[src/rtl/dti_arb_pkg.sv]
// Shared types and helpers for the DTI round-robin arbiter.
package dti_arb_pkg;

  typedef enum logic {EMPTY = 1'b0, FULL = 1'b1} slot_st_e;

  // Index width that stays legal for the degenerate single-input case.
  function automatic int idx_w(input int n);
    return (n > 1) ? $clog2(n) : 1;
  endfunction

endpackage

[src/rtl/rr_prio_enc.sv]
// Round-robin priority encoder: first asserted req at or after ptr+1, wrapping.
module rr_prio_enc #(
  parameter int N_IN  = 4,
  parameter int W_IDX = 2
) (
  input  logic [N_IN-1:0]  req,
  input  logic [W_IDX-1:0] ptr,
  output logic [W_IDX-1:0] gnt_idx,
  output logic             gnt_vld
);

  int               c;
  logic [W_IDX-1:0] ci;

  // Walk from the farthest candidate down so the closest one after ptr wins.
  always_comb begin
    gnt_idx = '0;
    gnt_vld = 1'b0;
    c       = 0;
    ci      = '0;
    for (int k = N_IN; k >= 1; k--) begin
      c  = (int'(ptr) + k) % N_IN;
      ci = W_IDX'(c);
      if (req[ci]) begin
        gnt_idx = ci;
        gnt_vld = 1'b1;
      end
    end
  end

endmodule

[src/rtl/dti_rr_arb.sv]
// N-input round-robin arbiter feeding a single registered output slot.
module dti_rr_arb
  import dti_arb_pkg::*;
#(
  parameter int N_IN   = 4,
  parameter int W_DATA = 16,
  parameter int W_IDX  = idx_w(N_IN)
) (
  input  logic                   clk,
  input  logic                   rst,
  input  logic [N_IN*W_DATA-1:0] din_data,
  input  logic [N_IN-1:0]        din_valid,
  output logic [N_IN-1:0]        din_ready,
  output logic [W_DATA-1:0]      dout_data,
  output logic [W_IDX-1:0]       dout_idx,
  output logic                   dout_valid,
  input  logic                   dout_ready
);

  slot_st_e         state, state_nxt;
  logic [W_IDX-1:0] ptr, gnt_idx;
  logic             gnt_vld, accept, in_hs, out_hs;

  rr_prio_enc #(.N_IN(N_IN), .W_IDX(W_IDX)) u_enc (
    .req     (din_valid),
    .ptr     (ptr),
    .gnt_idx (gnt_idx),
    .gnt_vld (gnt_vld)
  );

  always_ff @(posedge clk or negedge rst) begin
    if (!rst) state <= EMPTY;
    else      state <= state_nxt;
  end

  always_comb begin
    state_nxt = state;
    if (in_hs)       state_nxt = FULL;
    else if (out_hs) state_nxt = EMPTY;
  end

  // rst gates accept so no handshake is reported while reset is held.
  always_comb begin
    dout_valid = (state == FULL);
    accept     = rst && ((state == EMPTY) || dout_ready);
    in_hs      = accept && gnt_vld;
    out_hs     = dout_valid && dout_ready;
    din_ready  = '0;
    if (in_hs) din_ready[gnt_idx] = 1'b1;
  end

  always_ff @(posedge clk or negedge rst) begin
    if (!rst) begin
      ptr       <= W_IDX'(N_IN - 1);
      dout_data <= '0;
      dout_idx  <= '0;
    end else if (in_hs) begin
      ptr       <= gnt_idx;
      dout_data <= din_data[gnt_idx*W_DATA +: W_DATA];
      dout_idx  <= gnt_idx;
    end
  end

endmodule

[config.mk]
export PLATFORM = sky130hd
export DESIGN_NAME = dti_rr_arb
export DESIGN_NICKNAME = d
export VERILOG_FILES = /design/src/rtl/dti_arb_pkg.sv /design/src/rtl/rr_prio_enc.sv /design/src/rtl/dti_rr_arb.sv
export SDC_FILE = /design/constraint.sdc
export NUM_CORES = 1
export LEC_CHECK = 0
export ABC_AREA = 1
export BUFFER_PORTS_ARGS = -buffer_cell sky130_fd_sc_hd__buf_2
export CAP_MARGIN = 40
export CORE_MARGIN = 3
export CORE_UTILIZATION = 42
export CTS_CLUSTER_SIZE = 16
export DETAILED_ROUTE_END_ITERATION = 7
export PLACE_DENSITY = 0.89
export SLEW_MARGIN = 10
export SYNTH_ARGS = -nofsm -noshare
export SYNTH_HDL_FRONTEND = slang
export SYNTH_HIERARCHICAL = 1
export SYNTH_SLANG_ARGS = --single-unit
[constraint.sdc]
create_clock -name clk -period 1.89 [get_ports clk]
set_input_delay 0 -clock clk [delete_from_list [all_inputs] [get_ports clk]]
set_output_delay 0 -clock clk [all_outputs]
set_load 0.1 [all_outputs]
Word level (Yosys, flattened, before mapping)
Cells that the tools add are included.
Storage, ports and cells
  bits in registers: 21
  bits of input ports: 71
  output and inout bits: 23
  word-level logic and storage cells: 43
Cells by class
  add/subtract/negate cells: 4
  $lt $le $gt $ge: 6
  shift-type cells: 1
  mux-type cells: 21
  bitwise logic cells: 1
  reductions and logical operators: 6
Operators with widths (number)
  $shiftx A64 B7 Y16: 1
  $lt A2 B3 Y1 const B: 5
  $mux W1: 11
  $bmux W1 S2: 4
  $mux W2: 4
  $add A2 B1 Y2 const B: 2
  $add A2 B2 Y2 const B: 2
  $logic_and A1 B1 Y1: 4
  $mux W4: 1
  $demux W1 S2: 1
  $ge A2 B1 Y1 const B: 1
  $reduce_bool A2 Y1: 1
  $logic_or A1 B1 Y1: 1
  $not A1 Y1: 1

Longest topological paths before layout
Gate-level depths: netlist of run 1.
  depth after elaboration: 12
  mapped depth: 18
  depth with buffers taken out: 15

Modules after synthesis
Netlist of run 1, hierarchy kept.
By module, submodules not included
  dti_rr_arb: times used 1, cells an instance 279, area each 1629.1 um2, sequential area each 528.0 um2
  rr_prio_enc: times used 1, cells an instance 49, area each 226.5 um2, sequential area each 0.0 um2

Worst setup path before layout of run 1
No wires, ideal clock.
  path type: register to output
  start point: register ptr[0]
  end point: output port din_ready[2]
  arrival: 2.795 ns
  data required time: 1.890 ns
  slack: -0.905 ns
  cell stages (with the launch flop): 14
  buffers on the path: 3
  cells stage by stage: dfstp_2 > buf_6 > inv_8 > nand2_1 > nand2_1 > nand2_1 > nand2_1 > nand2_1 > nand3_1 > nand2_1 > buf_2 > buf_4 > nand2_1 > nor2_1
Between the ends
  word-level cells in the longest chain between the ends: 12
  elaborated cells on any way between the ends: 27
  classes of those cells: add/sub (4); order compare (2); mux (19); reduce/logical (2)
Ends and longest elaborated chain
  start: declaration: line dti_rr_arb.sv:21  | logic [W_IDX-1:0] ptr, gnt_idx;
  start signal: assignment: line dti_rr_arb.sv:54  | ptr <= W_IDX'(N_IN - 1);
  start signal: assignment: line dti_rr_arb.sv:58  | ptr <= gnt_idx;
  $add A2 B1 Y2: line rr_prio_enc.sv:22  | c = (int'(ptr) + k) % N_IN;
  $bmux W1 S2: line rr_prio_enc.sv:24  | if (req[ci]) begin
  $mux W1 (implied by the code): line rr_prio_enc.sv:24
  $mux W2 (3 in a row): line rr_prio_enc.sv:24
  $mux W2 (*): line rr_prio_enc.sv:24
  named net gnt_idx[1]: line dti_rr_arb.sv:21
  $lt A2 B3 Y1 (implied by the code) / $ge A2 B1 Y1 (equally long branches): line dti_rr_arb.sv:49  | if (in_hs) din_ready[gnt_idx] = 1'b1;
  $logic_and A1 B1 Y1 (implied by the code): line dti_rr_arb.sv:49
  $mux W1 (implied by the code): line dti_rr_arb.sv:49
  $demux W1 S2 (*): line dti_rr_arb.sv:49
  $mux W4 (*): line dti_rr_arb.sv:49
  end: declaration: line dti_rr_arb.sv:13  | output logic [N_IN-1:0] din_ready,
Mark *: on every way through the listed nets, which the timed path passes. The rest lies on a longest branch. The select of a mux whose other input is x is not followed.

Final worst setup path of run 1
  start point: register ptr[0]
  end point: register dout_data[2]
Between the ends
  word-level cells in the longest chain between the ends: 8
  elaborated cells on any way between the ends: 22
  classes of those cells: add/sub (4); shift (1); mux (16); reduce/logical (1)
Ends and longest elaborated chain
  $add A2 B1 Y2: line rr_prio_enc.sv:22
  $bmux W1 S2: line rr_prio_enc.sv:24
  $mux W1 (implied by the code): line rr_prio_enc.sv:24
  $mux W2 (3 in a row): line rr_prio_enc.sv:24
  $mux W2 (*): line rr_prio_enc.sv:24
  named net gnt_idx[0]: line dti_rr_arb.sv:21
  $shiftx A64 B7 Y16 (*): line dti_rr_arb.sv:59  | dout_data <= din_data[gnt_idx*W_DATA +: W_DATA];
  end signal: assignment: line dti_rr_arb.sv:59
  end: declaration: line dti_rr_arb.sv:14  | output logic [W_DATA-1:0] dout_data,
Marks and branches as above.
A chain may end at the register's enable or synchronous reset.

==> impl_results.md, run 1 <==
* Status: finished with violations
* Failing checks: negative setup slack
* Max Slew Vio Count at 0
* Critical Path Source Type: flip-flop
* Num CTS Buffers at 3
* GR Util All Layers at 22.1%
* DRC Markers at 0
* GP Congestion at 0.848
* H-tree Lvls at 1
* XOR/XNOR share of the synthesized area at 0%
* Grt total ovfl at 0
* Syn_area_per_cell at 5.66 sq um
* ANT nets after route at 0
* WL met1 at 2510 microns
* Max-Cap Viols at 0
* Initial antenna violation count at 0
* Critical path data arrival time at 2.41 ns
* Drt pass-1 iters at 4
* Worst-Margin Slew at 0.517 ns
* Fill count at 317
* Ports at 94
* Die ar. at 5250 sq um
* Initial Util at 44.8%
* Layout cells sized above 1 at 46.3%
* Req. time, crit path at 2.05 ns
* Chip Height at 72.5 microns
* Commonest non-fill, non-tap cell in the layout: nand2_1
* DR iter-0 viols at 219
* Vias in the first global route at 2188
* Synth Area in Compound Gates at 1.89%
* Syn nets at 399
* # clock sinks at 21
* Final worst setup slack at -0.354 ns
* Mux cell area share after synthesis at 0%
* Clock transition at the registers of the reported paths at 0.08 ns
* Vias post-DR at 2394
* Vias/cell at 4.84
* Final core area utilization at 74.5%
* Largest net degree at the start of global routing at 22
* Synthesized flop and latch total at 21
* Post-Synth Simple-Gate Area at 47.3%
* # diodes at 0
* Final hold vios at 0
* Library cells used by synthesis at 18
* Root Buffer: clkbuf_8
* Met2 WL post-DR at 3280 microns
* Post-Synth Adder-Cell Area at 0%
* Final-stage net count at 517
* Port Buffer Count at 93
* FMAX at 0.446 GHz
* RSZ-0062 raised after global routing: yes
* Syn-to-layout area delta at 66.4%
* Longest Clk Path Bufs at 2
* Drt total wl at 6490 microns
* Rows at 23
* Layout Skew at 0.00403 ns
* Top sig layer: met4
* Post-Synthesis Cell Area at 1860 sq um
* Hold Path Class: in2reg
* Final min period at 2.24 ns
* FF/Latch Area at 528 sq um
* Die X at 72.5 microns
* Largest family of logic cells by synthesized area: simple AND/OR/NAND/NOR gates
* Most frequent cells in the layout: nand2_1, buf_2, inv_1
* Area of the multi-input gates at 1190 sq um
* Worst-Skew Late Latency at 0.26 ns
* YS warnings at 6
* HPWL Detailed at 4000 microns
* CTS tree: yes
* Setup TNS at -5.10 ns
* Global-route wire length before repair at 9400 microns
* Crit. End Element: flip-flop
* Avg WL per Cell at 13.1 microns
* Post-synthesis sequential area ratio at 28.5%
* Met3 wire len at 486 microns
* Slew margin rel. at 65.8%
* Core footprint at 4140 sq um
* Period utilization at 119%
* Post-Synthesis Cells at 328
* Worst-path maximum fanout at 8
* Final setup violation count at 23
* Critical path class: reg2reg
metrics by stage:
step / cell area [sq um] / hold slack, ns / setup slack (ns) / std cells
after global routing: 3090 / 0.0383 / -0.501 / 495
after CTS: 2800 / 0.0102 / -0.193 / 487
final: 3090 / 0.00774 / -0.354 / 495
after global placement: 2520 / 0.0283 / -0.0232 / 470
after detailed placement: 2520 / 0.0312 / -0.0990 / 470
after floorplan: 1910 / -0.296 / -0.351 / 328
synthesized netlist by cell type:
library cell | number | area [sq um]
nand2_1 | 165 | 619
inv_1 | 73 | 274
nand3_1 | 36 | 180
dfrtp_1 | 19 | 475
buf_6 | 6 | 67.6
nand2_2 | 5 | 31.3
buf_2 | 4 | 20.0
buf_4 | 4 | 30.0
nor2_1 | 3 | 11.3
dfstp_2 | 2 | 52.6
inv_4 | 2 | 12.5
nor3_2 | 2 | 20.0
o21ai_0 | 2 | 10.0
a21oi_4 | 1 | 16.3
and2_4 | 1 | 8.76
inv_8 | 1 | 11.3
nor2_2 | 1 | 6.26
o21ai_2 | 1 | 8.76
final cells by class:
class	instances	area share [%]
clock buffer	3	1.34
clock inverter	1	0.162
multi-input combinational	217	38.5
inverter	76	9.93
timing repair buffer	127	30.9
tap	50	2.03
sequential	21	17.1
timing repair:
action | CTS | global route
hold buffers | 1 | 0
setup buffers | 10 | 8
gates cloned | 2 | 1
gates resized for setup | 22 | 66
endpoints found under the hold margin | 20 | 0
pin swaps | 6 | 23
setup endpoints to repair | 21 | 24
state kept, by name, indices dropped and copies added, names as in the netlist:
signal      cells
dout_data      16
dout_idx        2
ptr             2
dout_valid      1
logic make-up after synthesis:
group / count (synthesis)
simple gates: 213
flops: 21
compound gates: 4
buf+inv: 90
path summary, 6_finish.rpt:
kind / cells past startpoint / slack (ns) / start / to
worst max register to register: 19 / -0.35 / ptr[0]$_DFFE_PN1P_ / dout_data[2]$_DFFE_PN0P_
max in group asynchronous: 3 / 1.34 / rst / ptr[0]$_DFFE_PN1P_
worst min register to register: 2 / 0.48 / dout_idx[1]$_DFFE_PN0P_ / dout_idx[1]$_DFFE_PN0P_
worst max-delay path: 19 / -0.35 / ptr[0]$_DFFE_PN1P_ / dout_data[2]$_DFFE_PN0P_
worst min-delay path: 4 / 0.008 / dout_ready / dout_valid$_DFFE_PN0P_
min in group asynchronous: 3 / 0.27 / rst / dout_data[2]$_DFFE_PN0P_
layer usage:
layer	track usage, %	up-vias
met4	8.40	0
met3	2.35	25
met1	27.4	1050
met2	39.3	139
met5	0	-
li1	-	1180
critical path: stages, from the launching register on:
cell	delay, ns
dfstp_2	0.57
buf_12	0.14
inv_8	0.05
nand2_4	0.06
nand3_2	0.07
nand2_1	0.09
inv_1	0.06
nand2_2	0.09
nand2_2	0.07
nand2_2	0.09
nand2_4	0.08
clkinv_4	0.07
buf_6	0.13
buf_6	0.12
clkbuf_16	0.14
nand2_1	0.06
nand3_1	0.09
nand2_1	0.07
nand2_1	0.06
nand2_1	0.04
Power of run 1 is left out: the tool's default activity adds up to more than one toggle a clock period on the data nets, which glitch-free logic cannot reach.
==> run 2, diff against run 1 <==
--- a/config.mk
+++ b/config.mk
@@ -12,7 +12,7 @@
 export CORE_UTILIZATION = 42
 export CTS_CLUSTER_SIZE = 16
 export DETAILED_ROUTE_END_ITERATION = 7
-export PLACE_DENSITY = 0.89
+export PLACE_DENSITY = 0.84
 export SLEW_MARGIN = 10
 export SYNTH_ARGS = -nofsm -noshare
 export SYNTH_HDL_FRONTEND = slang
==> run 2 against run 1 <==
  * The flow still finishes with violations (negative setup slack)
  * Setup slack better by 0.053 ns
  * Global-route usage is 0.49 points lower
  * First-iteration DRC count is 21% lower
  * Final cell count is 0.20% lower
  * Wire length is 3.6% lower
  * Non-clock buffer count is 1 lower
  * Final area is 4.0% lower
  * Register-to-register slack better by 0.14 ns
  * Clock-buffer cell count is 1 higher
  * Critical path depth is 6 lower
  * Sequential share of layout area is 0.71 points higher
  * Maximum frequency is 2.4% higher
==> impl_results.md, run 2 (same netlist as run 1, synthesis figures left out) <==
* Critical Path End: din_ready[0] (was dout_data[2]$_DFFE_PN0P_)
* CTS tree: yes (unchanged)
* Fill count at 312 (was 317)
* Die X at 72.5 microns (unchanged)
* Final min period at 2.19 ns (was 2.24 ns)
* Vias post-DR at 2324 (was 2394)
* Fin area at 2970 sq um (was 3090 sq um)
* FF/Latch Area at 528 sq um (unchanged)
* Critical Path Source Type: flip-flop (unchanged)
* Grt total ovfl at 0 (unchanged)
* Buf+Inv Stages, Crit Path at 5 (was 7)
* R2R Setup Slk at -0.21 ns (was -0.35 ns)
* Placed cell area at 2470 sq um (was 2520 sq um)
* Die ar. at 5250 sq um (unchanged)
* Largest Register: dout_data (unchanged)
* HPWL Detailed at 3850 microns (was 4000 microns)
* Layout cells sized above 1 at 42.3% (was 46.3%)
* Global-route wire length before repair at 9180 microns (was 9400 microns)
* Failing checks: negative setup slack (unchanged)
* Initial antenna violation count at 0 (unchanged)
* Period utilization at 116% (was 119%)
* # clock sinks at 21 (unchanged)
* Status: finished with violations (unchanged)
* Reg2reg path depth at 18 (was 19)
* Critical path class: reg2out (was reg2reg)
* FMAX at 0.456 GHz (was 0.446 GHz)
* Rows at 23 (unchanged)
* GP Congestion at 0.888 (was 0.848)
* Commonest non-fill, non-tap cell in the layout: nand2_1 (unchanged)
* Vias/cell at 4.70 (was 4.84)
* Slew margin rel. at 66.0% (was 65.8%)
* Regs by FF count: dout_data: 16 flops, dout_idx: 2 flops, ptr: 2 flops (unchanged)
* Port Buffer Count at 93 (unchanged)
* Longest Clk Path Bufs at 2 (unchanged)
* Met3 wire len at 395 microns (was 486 microns)
* Max Slew Vio Count at 0 (unchanged)
* Crit. Startpoint: ptr[0]$_DFFE_PN1P_ (unchanged)
* DRC Markers at 0 (unchanged)
* RR Endpoint: dout_data[9]$_DFFE_PN0P_ (was dout_data[2]$_DFFE_PN0P_)
* Chip Height at 72.5 microns (unchanged)
* Worst-Skew Late Latency at 0.26 ns (about the same)
* Top sig layer: met4 (unchanged)
* Drt total wl at 6260 microns (was 6490 microns)
* Critical path data arrival time at 2.19 ns (was 2.41 ns)
* Area of the multi-input gates at 1110 sq um (was 1190 sq um)
* Final-stage net count at 516 (was 517)
* # diodes at 0 (unchanged)
* Max-Cap Viols at 0 (unchanged)
* DR iter-0 viols at 172 (was 219)
* Most frequent cells in the layout: nand2_1, buf_2, inv_1 (unchanged)
* Slowest stage delay, CP at 0.57 ns (about the same)
* Setup WS pre-CTS at -0.109 ns (was -0.0990 ns)
* Worst-Margin Slew at 0.514 ns (was 0.517 ns)
* Worst-path maximum fanout at 6 (was 8)
* Max FFs per register at 16 (unchanged)
* Reg-to-reg startpoint: ptr[0]$_DFFE_PN1P_ (unchanged)
* Hold Path Class: in2reg (unchanged)
* Final worst setup slack at -0.301 ns (was -0.354 ns)
* Req. time, crit path at 1.89 ns (was 2.05 ns)
* Final hold vios at 0 (unchanged)
* RSZ-0062 raised after global routing: yes (unchanged)
* Largest net degree at the start of global routing at 22 (unchanged)
* Hold slack at 0.0153 ns (was 0.00774 ns)
* Core footprint at 4140 sq um (unchanged)
* GR Util All Layers at 21.6% (was 22.1%)
* ANT nets after route at 0 (unchanged)
* Syn-to-layout area delta at 59.8% (was 66.4%)
* Clock transition at the registers of the reported paths at 0.08 ns (about the same)
* Critical Path, Cell by Cell: buf_12, inv_8, nand2_2, nand3_2, nand2_1, inv_1, nand2_2, nand2_2, nand2_2, nand2_4, buf_12, nor3_4, buf_12 (was buf_12, inv_8, nand2_4, nand3_2, nand2_1, inv_1, nand2_2, nand2_2, nand2_2, nand2_4, clkinv_4, buf_6, buf_6, clkbuf_16, nand2_1, nand3_1, nand2_1, nand2_1, nand2_1)
* Ports at 94 (unchanged)
* Num CTS Buffers at 3 (unchanged)
* Avg WL per Cell at 12.7 microns (was 13.1 microns)
* Top cell by count, worst path: nand2_2 (was nand2_1)
* WL met1 at 2390 microns (was 2510 microns)
* CP max-delay cell: dfstp_2 (unchanged)
* Root Buffer: clkbuf_8 (unchanged)
* Drt pass-1 iters at 5 (was 4)
* Min-Delay Startpoint: dout_ready (unchanged)
* Layout Skew at 0.00581 ns (was 0.00403 ns)
* Initial Util at 44.8% (unchanged)
* Met2 WL post-DR at 3250 microns (was 3280 microns)
* H-tree Lvls at 1 (unchanged)
* Vias in the first global route at 2163 (was 2188)
* Largest delay contributor family on the critical path: simple AND/OR/NAND/NOR gates (unchanged)
* Crit. End Element: output port (was flip-flop)
* Final setup violation count at 23 (unchanged)
* Levels on crit path at 13 (was 19)
-- run 2: worst min-delay path, stage by stage --
cell and delay, ns:
buf_2 0.08, inv_1 0.06, nand2_1 0.07, nand2_1 0.04
-- run 2: cell type report --
cell class	instances	share of cell area (%)
inverters	76	10.3
repair buffers	126	30.8
well taps	50	2.11
flip-flops and latches	21	17.8
clock buffers	4	1.52
multi-input cells	217	37.6
-- run 2: worst min path at each step --
stage,to,slack (ns),cells after the start
floorplan,dout_data[0]$_DFFE_PN0P_,-0.30,0
global placement,dout_idx[0]$_DFFE_PN0P_,0.02,2
detailed placement,dout_idx[0]$_DFFE_PN0P_,0.01,2
CTS,dout_valid$_DFFE_PN0P_,0.01,4
global route,dout_valid$_DFFE_PN0P_,0.04,4
finish,dout_valid$_DFFE_PN0P_,0.02,4
-- run 2: what timing repair did --
item | in CTS | in global routing
hold buffers | 1 | 0
hold endpoints to repair | 22 | 0
pin swaps | 5 | 21
gates resized for setup | 15 | 51
cloned | 1 | 1
setup buffers | 9 | 9
setup endpoints to repair | 20 | 23
-- run 2: per-stage QoR --
step / util (%) / TNS (ns) / cells
after floorplan: - / -0.861 / 328
after global placement: 59.6 / -0.308 / 470
after detailed placement: 59.6 / -1.61 / 470
after CTS: 64.4 / -1.71 / 484
after global routing: 71.6 / -6.77 / 494
final: 71.6 / -4.25 / 494
-- run 2: metal layers --
layer	global-route usage, %	vias up
li1	-	1171
met1	27.0	1031
met2	36.6	104
met3	2.49	18
met4	11.1	0
met5	0	-
Power of run 2 is left out for the same reason.
==> run 3, diff against run 2 <==
--- a/config.mk
+++ b/config.mk
@@ -6,7 +6,7 @@
 export NUM_CORES = 1
 export LEC_CHECK = 0
 export ABC_AREA = 1
-export BUFFER_PORTS_ARGS = -buffer_cell sky130_fd_sc_hd__buf_2
+export BUFFER_PORTS_ARGS = -buffer_cell sky130_fd_sc_hd__clkbuf_2
 export CAP_MARGIN = 40
 export CORE_MARGIN = 3
 export CORE_UTILIZATION = 42
==> run 3 against run 2 <==
  * The flow still finishes with violations (negative setup slack)
  * Non-clock buffer count decreased by 5
  * Final cell count decreased by 1.0%
  * First-iteration DRC count decreased by 34%
  * Setup slack improved by 0.017 ns
==> impl_results.md, run 3 (same netlist as run 1, synthesis figures left out) <==
* Final hold vios at 0 (unchanged)
* Initial Util at 44.8% (unchanged)
* Max Slew Vio Count at 0 (unchanged)
* ANT nets after route at 0 (unchanged)
* Vias post-DR at 2259 (was 2324)
* Crit. End Element: output port (unchanged)
* Final min period at 2.17 ns (was 2.19 ns)
* # clock sinks at 21 (unchanged)
* Worst-Skew Late Latency at 0.26 ns (about the same)
* Reg-to-reg startpoint: ptr[0]$_DFFE_PN1P_ (unchanged)
* Critical Path Source Type: flip-flop (unchanged)
* Area of the multi-input gates at 1040 sq um (was 1110 sq um)
* Critical path class: reg2out (unchanged)
* Num CTS Buffers at 3 (unchanged)
* Status: finished with violations (unchanged)
* RSZ-0062 raised after global routing: yes (unchanged)
* Drt total wl at 5510 microns (was 6260 microns)
* Avg WL per Cell at 11.3 microns (was 12.7 microns)
* CTS tree: yes (unchanged)
* Regs by FF count: dout_data: 16 flops, dout_idx: 2 flops, ptr: 2 flops (unchanged)
* Ports at 94 (unchanged)
* Global-route wire length before repair at 8700 microns (was 9180 microns)
* Req. time, crit path at 1.89 ns (about the same)
* Period utilization at 115% (was 116%)
* Hold Path Class: in2reg (unchanged)
* Grt total ovfl at 0 (unchanged)
* Vias/cell at 4.62 (was 4.70)
* Placed Cells at 472 (was 470)
* Critical path data arrival time at 2.17 ns (was 2.19 ns)
* Die X at 72.5 microns (unchanged)
* Max-Cap Viols at 0 (unchanged)
* Rows at 23 (unchanged)
* Failing checks: negative setup slack (unchanged)
* Worst-Margin Slew at 0.565 ns (was 0.514 ns)
* Largest Register: dout_data (unchanged)
* Layout cells sized above 1 at 36.7% (was 42.3%)
* FMAX at 0.460 GHz (was 0.456 GHz)
* Max FFs per register at 16 (unchanged)
* Clock transition at the registers of the reported paths at 0.08 ns (about the same)
* Final-stage net count at 511 (was 516)
* Final worst setup slack at -0.284 ns (was -0.301 ns)
* Layout Skew at 0.00422 ns (was 0.00581 ns)
* # diodes at 0 (unchanged)
* DR iter-0 viols at 113 (was 172)
* Core footprint at 4140 sq um (unchanged)
* Largest net degree at the start of global routing at 22 (unchanged)
* Chip Height at 72.5 microns (unchanged)
* RR Endpoint: dout_data[6]$_DFFE_PN0P_ (was dout_data[9]$_DFFE_PN0P_)
* Port Buffer Count at 93 (unchanged)
* Hold Path Sink: dout_valid$_DFFE_PN0P_ (unchanged)
* Initial antenna violation count at 0 (unchanged)
* Most frequent cells in the layout: nand2_1, clkbuf_2, inv_1 (was nand2_1, buf_2, inv_1)
* Reg2reg path depth at 15 (was 18)
* Vias in the first global route at 2037 (was 2163)
* Die ar. at 5250 sq um (unchanged)
* Final cell count without fillers at 489 (was 494)
* Worst-path maximum fanout at 5 (was 6)
* Root Buffer: clkbuf_8 (unchanged)
* Min-Delay Startpoint: rst (was dout_ready)
* Final setup violation count at 24 (was 23)
* H-tree Lvls at 1 (unchanged)
* Drt pass-1 iters at 4 (was 5)
* R2R Setup Slk at -0.25 ns (was -0.21 ns)
* Slew margin rel. at 62.5% (was 66.0%)
* HPWL Detailed at 3880 microns (was 3850 microns)
* Hold-critical path depth at 3 (was 4)
* Fill count at 345 (was 312)
* DRC Markers at 0 (unchanged)
* Syn-to-layout area delta at 52.4% (was 59.8%)
* Longest Clk Path Bufs at 2 (unchanged)
* GR Util All Layers at 20.4% (was 21.6%)
* GP Congestion at 0.813 (was 0.888)
* FF/Latch Area at 528 sq um (unchanged)
* Commonest non-fill, non-tap cell in the layout: nand2_1 (unchanged)
==> run 3: changes by cell type in the layout (fill, tap and decap cells not counted), sizes merged <==
cell	before	now
buf	124	31
clkinvlp	1	0
inv	75	76
clkbuf	5	93
==> run 3: layout make-up <==
cell class	instances	share of cell area, %
Tap cell	50	2.21
Multi-Input combinational cell	217	36.7
Sequential cell	21	18.7
Clock buffer	4	1.59
Timing Repair Buffer	121	30.1
Inverter	76	10.7
==> run 3: how the worst max path moves through the flow <==
stage / startpoint / cells after the start / endpoint
after floorplan: ptr[0]$_DFFE_PN1P_ / 11 / din_ready[0]
after global placement: ptr[0]$_DFFE_PN1P_ / 13 / dout_data[1]$_DFFE_PN0P_
after detailed placement: ptr[0]$_DFFE_PN1P_ / 13 / dout_data[6]$_DFFE_PN0P_
after CTS: ptr[0]$_DFFE_PN1P_ / 12 / din_ready[0]
after global routing: ptr[0]$_DFFE_PN1P_ / 13 / din_ready[1]
final: ptr[0]$_DFFE_PN1P_ / 13 / din_ready[1]
==> run 3: critical path, cell delays in order, from the launching register on <==
cell and delay, ns:
dfstp_2 0.57, buf_12 0.13, nand2_1 0.06, o21ai_2 0.10, nand2_2 0.10, nand2_1 0.08
nand2_2 0.06, nand2_1 0.07, nand2_2 0.07, nand2_4 0.11, inv_6 0.06, buf_12 0.12
nor3_4 0.21, buf_12 0.20
==> run 3: per-layer routing <==
metal  share of wire (%)  vias to the layer above  track usage (%)
met5                   0                        -                0
met4                 1.6                        0             5.53
met3                 5.5                       12             2.08
met2                  52                       74             36.2
met1                  41                     1011             26.2
li1                    -                     1162                -
==> run 3: what timing repair did <==
item,in CTS,in global routing
endpoints found under the hold margin,21,0
cloned,1,0
hold buffers,1,0
buffers inserted,8,3
setup endpoints to repair,21,24
gates resized for setup,13,24
pin swaps,5,13
==> run 3: through the flow <==
| step | hold WS (ns) | TNS, ns | util [%] | area, sq um | worst slack (ns) |
|---|---|---|---|---|---|
| floorplan | -0.296 | -0.861 | - | 1910 | -0.351 |
| global placement | 0.0175 | -0.802 | 60.8 | 2520 | -0.0672 |
| detailed placement | 0.0208 | -1.91 | 60.8 | 2520 | -0.141 |
| CTS | 0.0131 | -3.23 | 65.4 | 2710 | -0.246 |
| global route | 0.0288 | -7.14 | 68.2 | 2830 | -0.394 |
| finish | 0.00636 | -4.95 | 68.2 | 2830 | -0.284 |
Power of run 3 is left out for the same reason.
